===== config.mk =====
export PLATFORM = sky130hd
export DESIGN_NAME = huffman_stream_encoder
export DESIGN_NICKNAME = d
export VERILOG_FILES = /design/src/rtl/huffman_pkg.sv /design/src/rtl/huffman_code_table.sv /design/src/rtl/huffman_stream_encoder.sv
export SDC_FILE = /design/constraint.sdc
export NUM_CORES = 1
export LEC_CHECK = 0
export CAP_MARGIN = 20
export CELL_PAD_IN_SITES_DETAIL_PLACEMENT = 1
export CELL_PAD_IN_SITES_GLOBAL_PLACEMENT = 2
export CORE_MARGIN = 5
export CORE_UTILIZATION = 49
export CTS_BUF_LIST = sky130_fd_sc_hd__clkbuf_4 sky130_fd_sc_hd__clkbuf_8
export CTS_CLUSTER_SIZE = 16
export DETAILED_ROUTE_END_ITERATION = 10
export PLACE_DENSITY_LB_ADDON = 0.1
export SLEW_MARGIN = 30
export SYNTH_ARGS = -nofsm -noshare
export SYNTH_HDL_FRONTEND = slang
export SYNTH_SLANG_ARGS = --single-unit

===== constraint.sdc =====
create_clock -name clk -period 9.4 [get_ports clk]
set_input_delay 1.88 -clock clk [delete_from_list [all_inputs] [get_ports clk]]
set_output_delay 1.88 -clock clk [all_outputs]
set_load 0.03 [all_outputs]

===== src/rtl/huffman_pkg.sv =====
// Shared types and width helpers for the Huffman stream encoder.
// Widths derived from the top-level parameters live here as functions so every file agrees.
package huffman_pkg;

  localparam int DEF_SYM_W   = 4;
  localparam int DEF_MAX_LEN = 8;
  localparam int DEF_OUT_W   = 8;

  // Table entries are stored at the widest legal code length (16 bits).
  localparam int CODE_MAX_W = 16;
  localparam int LEN_MAX_W  = 5;

  function automatic int len_w(input int max_len);
    return $clog2(max_len + 1);
  endfunction

  function automatic int acc_w(input int out_w, input int max_len);
    return out_w + max_len;
  endfunction

  function automatic int fill_w(input int acc_width);
    return $clog2(acc_width + 1);
  endfunction

  localparam int LEN_W = len_w(DEF_MAX_LEN);
  localparam int ACC_W = acc_w(DEF_OUT_W, DEF_MAX_LEN);

  typedef enum logic {
    ENC   = 1'b0,
    FLUSH = 1'b1
  } mode_e;

  typedef struct packed {
    logic [LEN_MAX_W-1:0]  len;
    logic [CODE_MAX_W-1:0] code;
  } tbl_ent_t;

endpackage


===== src/rtl/huffman_code_table.sv =====
// Programmable code table: register array, one write port, combinational read.
// A write lands at the clock edge, so a same-cycle read of that address returns the old entry.
module huffman_code_table
  import huffman_pkg::*;
#(
  parameter int SYM_W = 4
) (
  input  logic             clk,
  input  logic             rst_n,
  input  logic             we,
  input  logic [SYM_W-1:0] waddr,
  input  tbl_ent_t         wdata,
  input  logic [SYM_W-1:0] raddr,
  output tbl_ent_t         rdata
);

  localparam int DEPTH = 2 ** SYM_W;

  tbl_ent_t mem_q [DEPTH];
  tbl_ent_t mem_d [DEPTH];

  always_comb begin
    mem_d = mem_q;
    if (we) mem_d[waddr] = wdata;
  end

  always_ff @(posedge clk or negedge rst_n) begin
    if (!rst_n) begin
      for (int i = 0; i < DEPTH; i++) mem_q[i] <= '0;
    end else begin
      for (int i = 0; i < DEPTH; i++) mem_q[i] <= mem_d[i];
    end
  end

  assign rdata = mem_q[raddr];

endmodule


===== src/rtl/huffman_stream_encoder.sv =====
// Huffman encoder core: symbol lookup, MSB-first bit packer and ENC/FLUSH control.
// Optional symbol/bit counters are built when HUFF_STATS_EN is defined.
module huffman_stream_encoder
  import huffman_pkg::*;
#(
  parameter int SYM_W   = DEF_SYM_W,
  parameter int MAX_LEN = DEF_MAX_LEN,
  parameter int OUT_W   = DEF_OUT_W
) (
  input  logic                         clk,
  input  logic                         rst_n,
  input  logic                         ena,
  input  logic                         tbl_we,
  input  logic [SYM_W-1:0]             tbl_addr,
  input  logic [MAX_LEN-1:0]           tbl_code,
  input  logic [$clog2(MAX_LEN+1)-1:0] tbl_len,
  input  logic                         sym_valid,
  output logic                         sym_ready,
  input  logic [SYM_W-1:0]             sym_data,
  input  logic                         flush_req,
  output logic                         out_valid,
  input  logic                         out_ready,
  output logic [OUT_W-1:0]             out_data,
  output logic                         out_last,
  output logic                         flush_done,
  output logic                         err_nocode,
`ifdef HUFF_STATS_EN
  input  logic                         stat_clr,
  output logic [15:0]                  stat_syms,
  output logic [23:0]                  stat_bits,
`endif
  input  logic                         err_clr
);

  localparam int AW = acc_w(OUT_W, MAX_LEN);
  localparam int FW = fill_w(AW);

  mode_e           mode_q, mode_d;
  logic [AW-1:0]   acc_q, acc_d;
  logic [FW-1:0]   fill_q, fill_d;
  logic            flush_done_q, flush_done_d;
  logic            err_q, err_d;

  tbl_ent_t        rd_ent, wr_ent;
  logic            push, pop;
  logic [FW-1:0]   pop_cnt, fill_mid;
  logic [AW-1:0]   acc_mid;
  logic [CODE_MAX_W-1:0] code_m;
  int              sh;

  assign wr_ent.len  = LEN_MAX_W'(tbl_len);
  assign wr_ent.code = CODE_MAX_W'(tbl_code);

  huffman_code_table #(.SYM_W(SYM_W)) u_tbl (
    .clk   (clk),
    .rst_n (rst_n),
    .we    (tbl_we & ena),
    .waddr (tbl_addr),
    .wdata (wr_ent),
    .raddr (sym_data),
    .rdata (rd_ent)
  );

  // Ready and valid depend on registered state only; no path from out_ready.
  assign sym_ready  = rst_n & ena & (mode_q == ENC) & (fill_q <= FW'(OUT_W));
  assign out_valid  = (fill_q >= FW'(OUT_W)) | ((mode_q == FLUSH) & (fill_q != '0));
  assign out_data   = acc_q[AW-1 -: OUT_W];
  assign out_last   = (mode_q == FLUSH) & (fill_q != '0) & (fill_q <= FW'(OUT_W));
  assign flush_done = flush_done_q;
  assign err_nocode = err_q;

  assign push = sym_valid & sym_ready;
  assign pop  = out_valid & out_ready & ena;

  always_comb begin
    acc_d        = acc_q;
    fill_d       = fill_q;
    mode_d       = mode_q;
    flush_done_d = 1'b0;
    err_d        = err_q;

    pop_cnt  = (fill_q >= FW'(OUT_W)) ? FW'(OUT_W) : fill_q;
    fill_mid = pop ? (fill_q - pop_cnt) : fill_q;
    acc_mid  = pop ? (acc_q << pop_cnt) : acc_q;

    // Code lands directly below the surviving bits; bits under fill stay zero.
    code_m = rd_ent.code & ~({CODE_MAX_W{1'b1}} << rd_ent.len);
    sh     = AW - int'(fill_mid) - int'(rd_ent.len);

    acc_d  = acc_mid;
    fill_d = fill_mid;
    if (push) begin
      acc_d  = acc_mid | (AW'(code_m) << sh);
      fill_d = fill_mid + FW'(rd_ent.len);
      if (rd_ent.len == '0) err_d = 1'b1;
    end
    if (ena & err_clr) err_d = 1'b0;

    case (mode_q)
      ENC: begin
        if (ena & flush_req) begin
          if (fill_d == '0) flush_done_d = 1'b1;
          else              mode_d       = FLUSH;
        end
      end
      FLUSH: begin
        if (pop & (fill_d == '0)) begin
          mode_d       = ENC;
          flush_done_d = 1'b1;
        end
      end
    endcase
  end

  always_ff @(posedge clk or negedge rst_n) begin
    if (!rst_n) begin
      mode_q       <= ENC;
      acc_q        <= '0;
      fill_q       <= '0;
      flush_done_q <= 1'b0;
      err_q        <= 1'b0;
    end else begin
      mode_q       <= mode_d;
      acc_q        <= acc_d;
      fill_q       <= fill_d;
      flush_done_q <= flush_done_d;
      err_q        <= err_d;
    end
  end

`ifdef HUFF_STATS_EN
  logic [15:0] stat_syms_q, stat_syms_d;
  logic [23:0] stat_bits_q, stat_bits_d;
  logic [24:0] bits_sum;

  always_comb begin
    stat_syms_d = stat_syms_q;
    stat_bits_d = stat_bits_q;
    bits_sum    = {1'b0, stat_bits_q} + 25'(rd_ent.len);
    if (push) begin
      if (stat_syms_q != '1) stat_syms_d = stat_syms_q + 16'd1;
      stat_bits_d = bits_sum[24] ? '1 : bits_sum[23:0];
    end
    if (ena & stat_clr) begin
      stat_syms_d = '0;
      stat_bits_d = '0;
    end
  end

  always_ff @(posedge clk or negedge rst_n) begin
    if (!rst_n) begin
      stat_syms_q <= '0;
      stat_bits_q <= '0;
    end else begin
      stat_syms_q <= stat_syms_d;
      stat_bits_q <= stat_bits_d;
    end
  end

  assign stat_syms = stat_syms_q;
  assign stat_bits = stat_bits_q;
`endif

endmodule


# ---- After elaboration in Yosys (flattened, before gate mapping)
# Cells that the tools add are included.
dict set report word_totals {
  reg_bits 360
  inputBits 28
  out_inout_bits 13
  word_cells 97
}
dict set report classes {
  n_addsub 4
  order_cmp 5
  shifts 3
  mux 22
  n_bitwise 19
  reduce_logical 7
}
# cell n
set ops {}
lappend ops {{336-bit bitwise mux} 1}
lappend ops {{21-bit binary-select mux with 4-bit select} 1}
lappend ops {{21-bit demux with 4-bit select} 1}
lappend ops {{21-bit 2-to-1 mux} 3}
lappend ops {{16-bit 2-to-1 mux} 2}
lappend ops {{16-bit by 32-bit left shift with 16-bit output} 1}
lappend ops {{16-bit AND} 1}
lappend ops {{16-bit inverter} 1}
lappend ops {{16-bit OR} 1}
lappend ops {{16-bit by 5-bit left shift with 16-bit output} 1}
lappend ops {{16-bit by 5-bit left shift with 16-bit output, first input constant} 1}
lappend ops {{5-bit 2-to-1 mux} 3}
lappend ops {{1-bit AND} 12}
lappend ops {{5-bit >= comparator, second input constant} 2}
lappend ops {{5-bit zero test} 2}
lappend ops {{4-bit inverter with 5-bit output} 2}
lappend ops {{1-bit 2-to-1 mux} 9}
lappend ops {{6-bit by 6-bit subtractor with 7-bit output} 1}
lappend ops {{5-bit by 5-bit subtractor with 6-bit output, first input constant} 1}
lappend ops {{5-bit adder} 1}
lappend ops {{5-bit by 4-bit >= comparator with 1-bit output, second input constant} 1}
lappend ops {{5-bit by 4-bit less-or-equal comparator with 1-bit output, second input constant} 1}
lappend ops {{5-bit by 1-bit < comparator with 1-bit output, second input constant} 1}
lappend ops {{5-bit nonzero test} 1}
lappend ops {{7 further kinds} 9}

# ---- Longest topological paths before layout
dict set report logic_depth {
  depth_word 12
  ltp_mapped 18
  ltp_nobuf 16
}

# ---- Modules after synthesis
# Synthesis repeated with hierarchy kept, for this count alone.
dict set report unflattened {
  hier_cells 1352
  hier_area_um2 18499.0
}
# mod instances cells_per_inst area_per_inst_um2 seq_area_each_um2
set modules_own_cells {}
lappend modules_own_cells {huffman_code_table 1 928 15214.6 8408.1}
lappend modules_own_cells {huffman_stream_encoder 1 424 3284.4 600.6}

# ---- Worst setup path after synthesis
# OpenSTA, ideal clock, no wires.
dict set report synth_path {
  path_type {input to register}
  start {input sym_data[0]}
  end {register acc_q[9]}
  setup_ns 0.087
  t_arrival_ns 5.312
  required_ns 9.313
  path_slack_ns 4.001
  cell_stages 14
  n_path_buf 1
  path_cell_list {buf_6 mux4_1 a22o_1 a221oi_4 inv_1 ha_1 fa_1 nand2b_1 o21bai_1 a21oi_1 maj3_2 or4_1 and3_1 a22oi_1}
}
dict set report synth_via {
  elab_chain_len 10
  elab_cells_between_ends 11
  cone_classes {add/sub: 1; shift: 2; mux: 4; bitwise: 4}
}
# element line
set synth_rtl {}
lappend synth_rtl {{from (decl)} huffman_stream_encoder.sv:19} ;# input logic [SYM_W-1:0] sym_data,
lappend synth_rtl {{4-bit inverter with 5-bit output (not written as such) (*)} huffman_code_table.sv:35} ;# assign rdata = mem_q[raddr];
lappend synth_rtl {{21-bit binary-select mux with 4-bit select (*)} huffman_code_table.sv:35}
lappend synth_rtl {{21-bit 2-to-1 mux (not written as such) (*) (2 in a row)} huffman_code_table.sv:35}
lappend synth_rtl {{16-bit by 5-bit left shift with 16-bit output} huffman_stream_encoder.sv:87} ;# code_m = rd_ent.code & ~({CODE_MAX_W{1'b1}} << rd_ent.len);
lappend synth_rtl {{16-bit inverter} huffman_stream_encoder.sv:87}
lappend synth_rtl {{16-bit AND} huffman_stream_encoder.sv:87}
lappend synth_rtl {{16-bit by 32-bit left shift with 16-bit output (*)} huffman_stream_encoder.sv:93} ;# acc_d = acc_mid | (AW'(code_m) << sh);
lappend synth_rtl {{16-bit OR (*)} huffman_stream_encoder.sv:93}
lappend synth_rtl {{16-bit 2-to-1 mux (*)} huffman_stream_encoder.sv:92} ;# if (push) begin
lappend synth_rtl {{via acc_d[9]} huffman_stream_encoder.sv:39} ;# logic [AW-1:0] acc_q, acc_d;
lappend synth_rtl {{to (signal assigned)} huffman_stream_encoder.sv:118} ;# acc_q <= '0;
lappend synth_rtl {{to (signal assigned)} huffman_stream_encoder.sv:124} ;# acc_q <= acc_d;
lappend synth_rtl {{to (decl)} huffman_stream_encoder.sv:39}
# Mark *: on every way through the listed nets, which the timed path passes. The rest lies on a longest branch. The select of a mux whose other input is x is not followed.
# A chain may end at the register's enable or synchronous reset.

# ---- Worst setup path after layout
# Same ends and word-level chain as after synthesis.

==> summary.md <==
| Metric | Value |
|---|---|
| Nature of the critical path startpoint | primary input |
| Worst path bufs/invs | 4 |
| Pwr per Cell Area | 273.0 nW/um^2 |
| GPL Wtd Cong | 0.8930 |
| VDD IR max | 0.1784 mV |
| Cells after synthesis | 894 |
| CTS tree | yes |
| Flops & latches, synth | 216 |
| Number of CTS-inserted buffers | 38 |
| Crit. path cell count | 11 |
| Mapped Area | 11660 um^2 |
| Grt ovf | 0 |
| WL/cell | 24.67 um |
| HPWL after detailed placement | 21.02 mm |
| Ant diodes | 0 |
| Share of cells above drive strength 1 | a little under two fifths |
| Status | finished, final reports clean |
| Internal power | 2.201 mW |
| Sequential fraction of the synthesis area | between 40% and 50% |
| Filler cells | about 2300 |
| Initial antenna violation count | 0 |
| Buffers on Ports | 40 |
| Area Growth Syn to Fin | 10.99% |
| Slowest stage delay, CP | 0.87 ns |
| Critical-path cell list | buf_2 -> buf_4 -> mux4_2 -> a22oi_1 -> o21a_2 -> inv_1 -> fa_1 -> clkinv_1 -> nor4b_1 -> o21ai_0 -> a22oi_1 |
| Vias per inst | 6.064 |
| Hold path depth | 1 |
| Die height | 164.2 um |
| Clock Path Buffers | 3 |
| Synth unique cells | 81 |
| Switch Pwr | between 1 and 1.5 mW |
| # rows | between 50 and 60 |
| Crit path to | acc_q[9] |
| Clk_lat worst skew | roughly 0.55 ns |
| Worst EP required | 9.84 ns |
| Average size of a mapped cell | 13.04 um^2 |
| Post-CTS Resized | 0 |
| Largest area contributor in the netlist | dfrtp_1 |
| CTS Sinks | 216 |
| Setup crit end kind | register |
| Top-level I/O count | 41 |
| # nets final | 959 |
| Vias in the first global route | 8518 |
| DRT Pass-1 Iters | 4 |
| Starting density of the core | 49.66% |
| Worst flop-to-flop path startpoint | fill_q[2] |
| Die area | between 20000 and 30000 um^2 |
| F_max | between 150 and 200 MHz |
| Hold Fails Final Rpt | 0 |
| Worst-Margin Slew | 1.005 ns |
| First-pass GRT wire length | 49.30 mm |
| Cell mode on critical path | a22oi_1 |
| Hold-fix buffers at CTS | 0 |
| Crit Path Max Fanout | 25 |
| Starting DRT DRC Count | 346 |
| Placed Area | 12220 um^2 |
| HP Class | reg -> reg |
| R2R cell count | 10 |
| Ranking of synthesized cells by area | dfrtp_1 46%, mux2_2 19%, mux4_2 9.3% |
| Syn nets | between 900 and 1000 |
| Setup bufs post-CTS | 0 |
| Max-slew headroom | between 30% and 40% |
| FF/Latch Area | 5405 um^2 |
| Final Max Slew Viols | 0 |
| CTS Root Cell | clkbuf_8 |
| Final setup fails | 0 |
| Largest net degree at the start of global routing | 103 |
| Total global-route track usage | 23.87% |
| Clock Skew | ~0.030 ns |
| Unrepaired setup endpoints after global routing | no |
| Width of the die | 164.2 um |
| Worst r2r dst | acc_q[9] |
| Remaining DRCs | 0 |
| Max-cap violations | 0 |
| Core ar. | 23470 um^2 |
| Final period util | 65.90% |
| Part of the power in the clock network | 24.0% |
| Logic pwr share | 39.4% |
| Most frequent cells in the layout | 216 x dfrtp_1, 197 x mux2_2, 48 x mux4_2 |
| Multi-input gate area | 5819 um^2 |
| Crit path time final | 6.194 ns |
| Final instance area | around 13000 um^2 |
| Switching Share | between 30 and 40% |
| Yosys top cell area share | 46.37% |
| Critical path class | in -> reg |
| Final wirelength | 31.03 mm |
| Yosys warning count | 0 |
| Synth async-reset ratio | 100.0% |
| Post-synth EDFFs | 0 |
| R2R Setup Slk | 4.72 ns |
| Clock transition at path regs | ~0.05 ns |
| Crit path DAT | 6.64 ns |
| Crit path from | sym_data[0] |
| Remaining antenna violation count | 0 |
| H-tree Lvls | 2 |
| Flop pwr share | 36.7% |
| Setup TNS | 0 ns |
| Routed vias | 7628 |
| Largest delay share family, worst path | buffers and inverters |
| CP max stage cell | fa_1 |
| Top_reg_cell synth | dfrtp_1 |
| Leakage dissipation | ~5.6 nW |
| Most common cell after layout, fill and taps aside | dfrtp_1 |
layer usage:
layer  up-vias  part of all wire (%)  track usage [%]
met5         -                     0                0
met2       139                    51            41.75
met1      4049                    43            30.76
met3        58                   3.5            3.940
li1       3382                     -                -
met4         0                   2.5            6.710
stage by stage:
step | worst slack, ns | total power, mW | utilization [%] | hold slack [ns] | cells
after floorplan | 4.001 | 2.320 | - | 0.4703 | 894
after global placement | 2.410 | 2.627 | 51.97 | 0.4789 | 1198
after detailed placement | 2.636 | 2.697 | 52.04 | 0.4874 | 1199
after CTS | 3.195 | 3.560 | 55.12 | 0.4986 | 1258
after global routing | 2.851 | 3.750 | 55.12 | 0.5129 | 1258
final | 3.206 | 3.532 | 55.12 | 0.4996 | 1258
registers in the layout (all words and copies together) (netlist names):
name and flops:
fill_q 5, acc_q 16, mode_q 1, flush_done 1, u_tbl.mem_q 192, err_nocode 1
cells by family (layout without fill, tap and decap cells):
group / after synthesis / count (layout) / share of synthesized area (%)
multiplexers: 289 / 289 / 32.92
flip-flops: 216 / 216 / 46.37
AND/OR/NAND/NOR: 160 / 160 / 6.987
AO/OA/AOI/OAI: 113 / 113 / 7.460
buffers and inverters: 90 / 135 / 3.950
adder cells (fa/ha/maj): 13 / 13 / 1.428
XOR/XNOR: 11 / 11 / 0.8264
other: 2 / 2 / 0.06442
cell usage after synthesis (all sizes together) (9+ instances only):
cell type / count
a21oi: 25
a31oi: 10
buf: 36
clkbuf: 35
dfrtp: 216
ha: 10
inv: 17
mux2: 197
mux2i: 38
mux4: 54
nand2: 37
nand3: 28
nor2: 37
nor2b: 9
o21ai: 13
area by class of cell:
cell class,instances,area share (%)
clock buffers,57,5.435
flip-flops and latches,216,41.78
inverters,19,0.5512
multi-input cells,588,44.98
clock inverters,2,0.1547
repair buffers,57,4.023
well taps,319,3.085
power by group through the flow:
stage | combinational [mW] | clock [mW] | sequential (mW)
after CTS | 1.39 | 0.872 | 1.29
final | 1.39 | 0.846 | 1.30
after floorplan | 1.10 | 0 | 1.22
after detailed placement | 1.39 | 0 | 1.31
after global routing | 1.52 | 0.914 | 1.32
after global placement | 1.34 | 0 | 1.29
worst min-delay path by stage:
stage               slack, ns              from                to
global route             0.51  u_tbl.mem_q[109]  u_tbl.mem_q[109]
floorplan                0.47  u_tbl.mem_q[310]  u_tbl.mem_q[310]
CTS                      0.50  u_tbl.mem_q[280]  u_tbl.mem_q[280]
detailed placement       0.49  u_tbl.mem_q[280]  u_tbl.mem_q[280]
global placement         0.48  u_tbl.mem_q[310]  u_tbl.mem_q[310]
finish                   0.50  u_tbl.mem_q[275]  u_tbl.mem_q[275]
No activity file was read; power rests on OpenSTA's default activity.
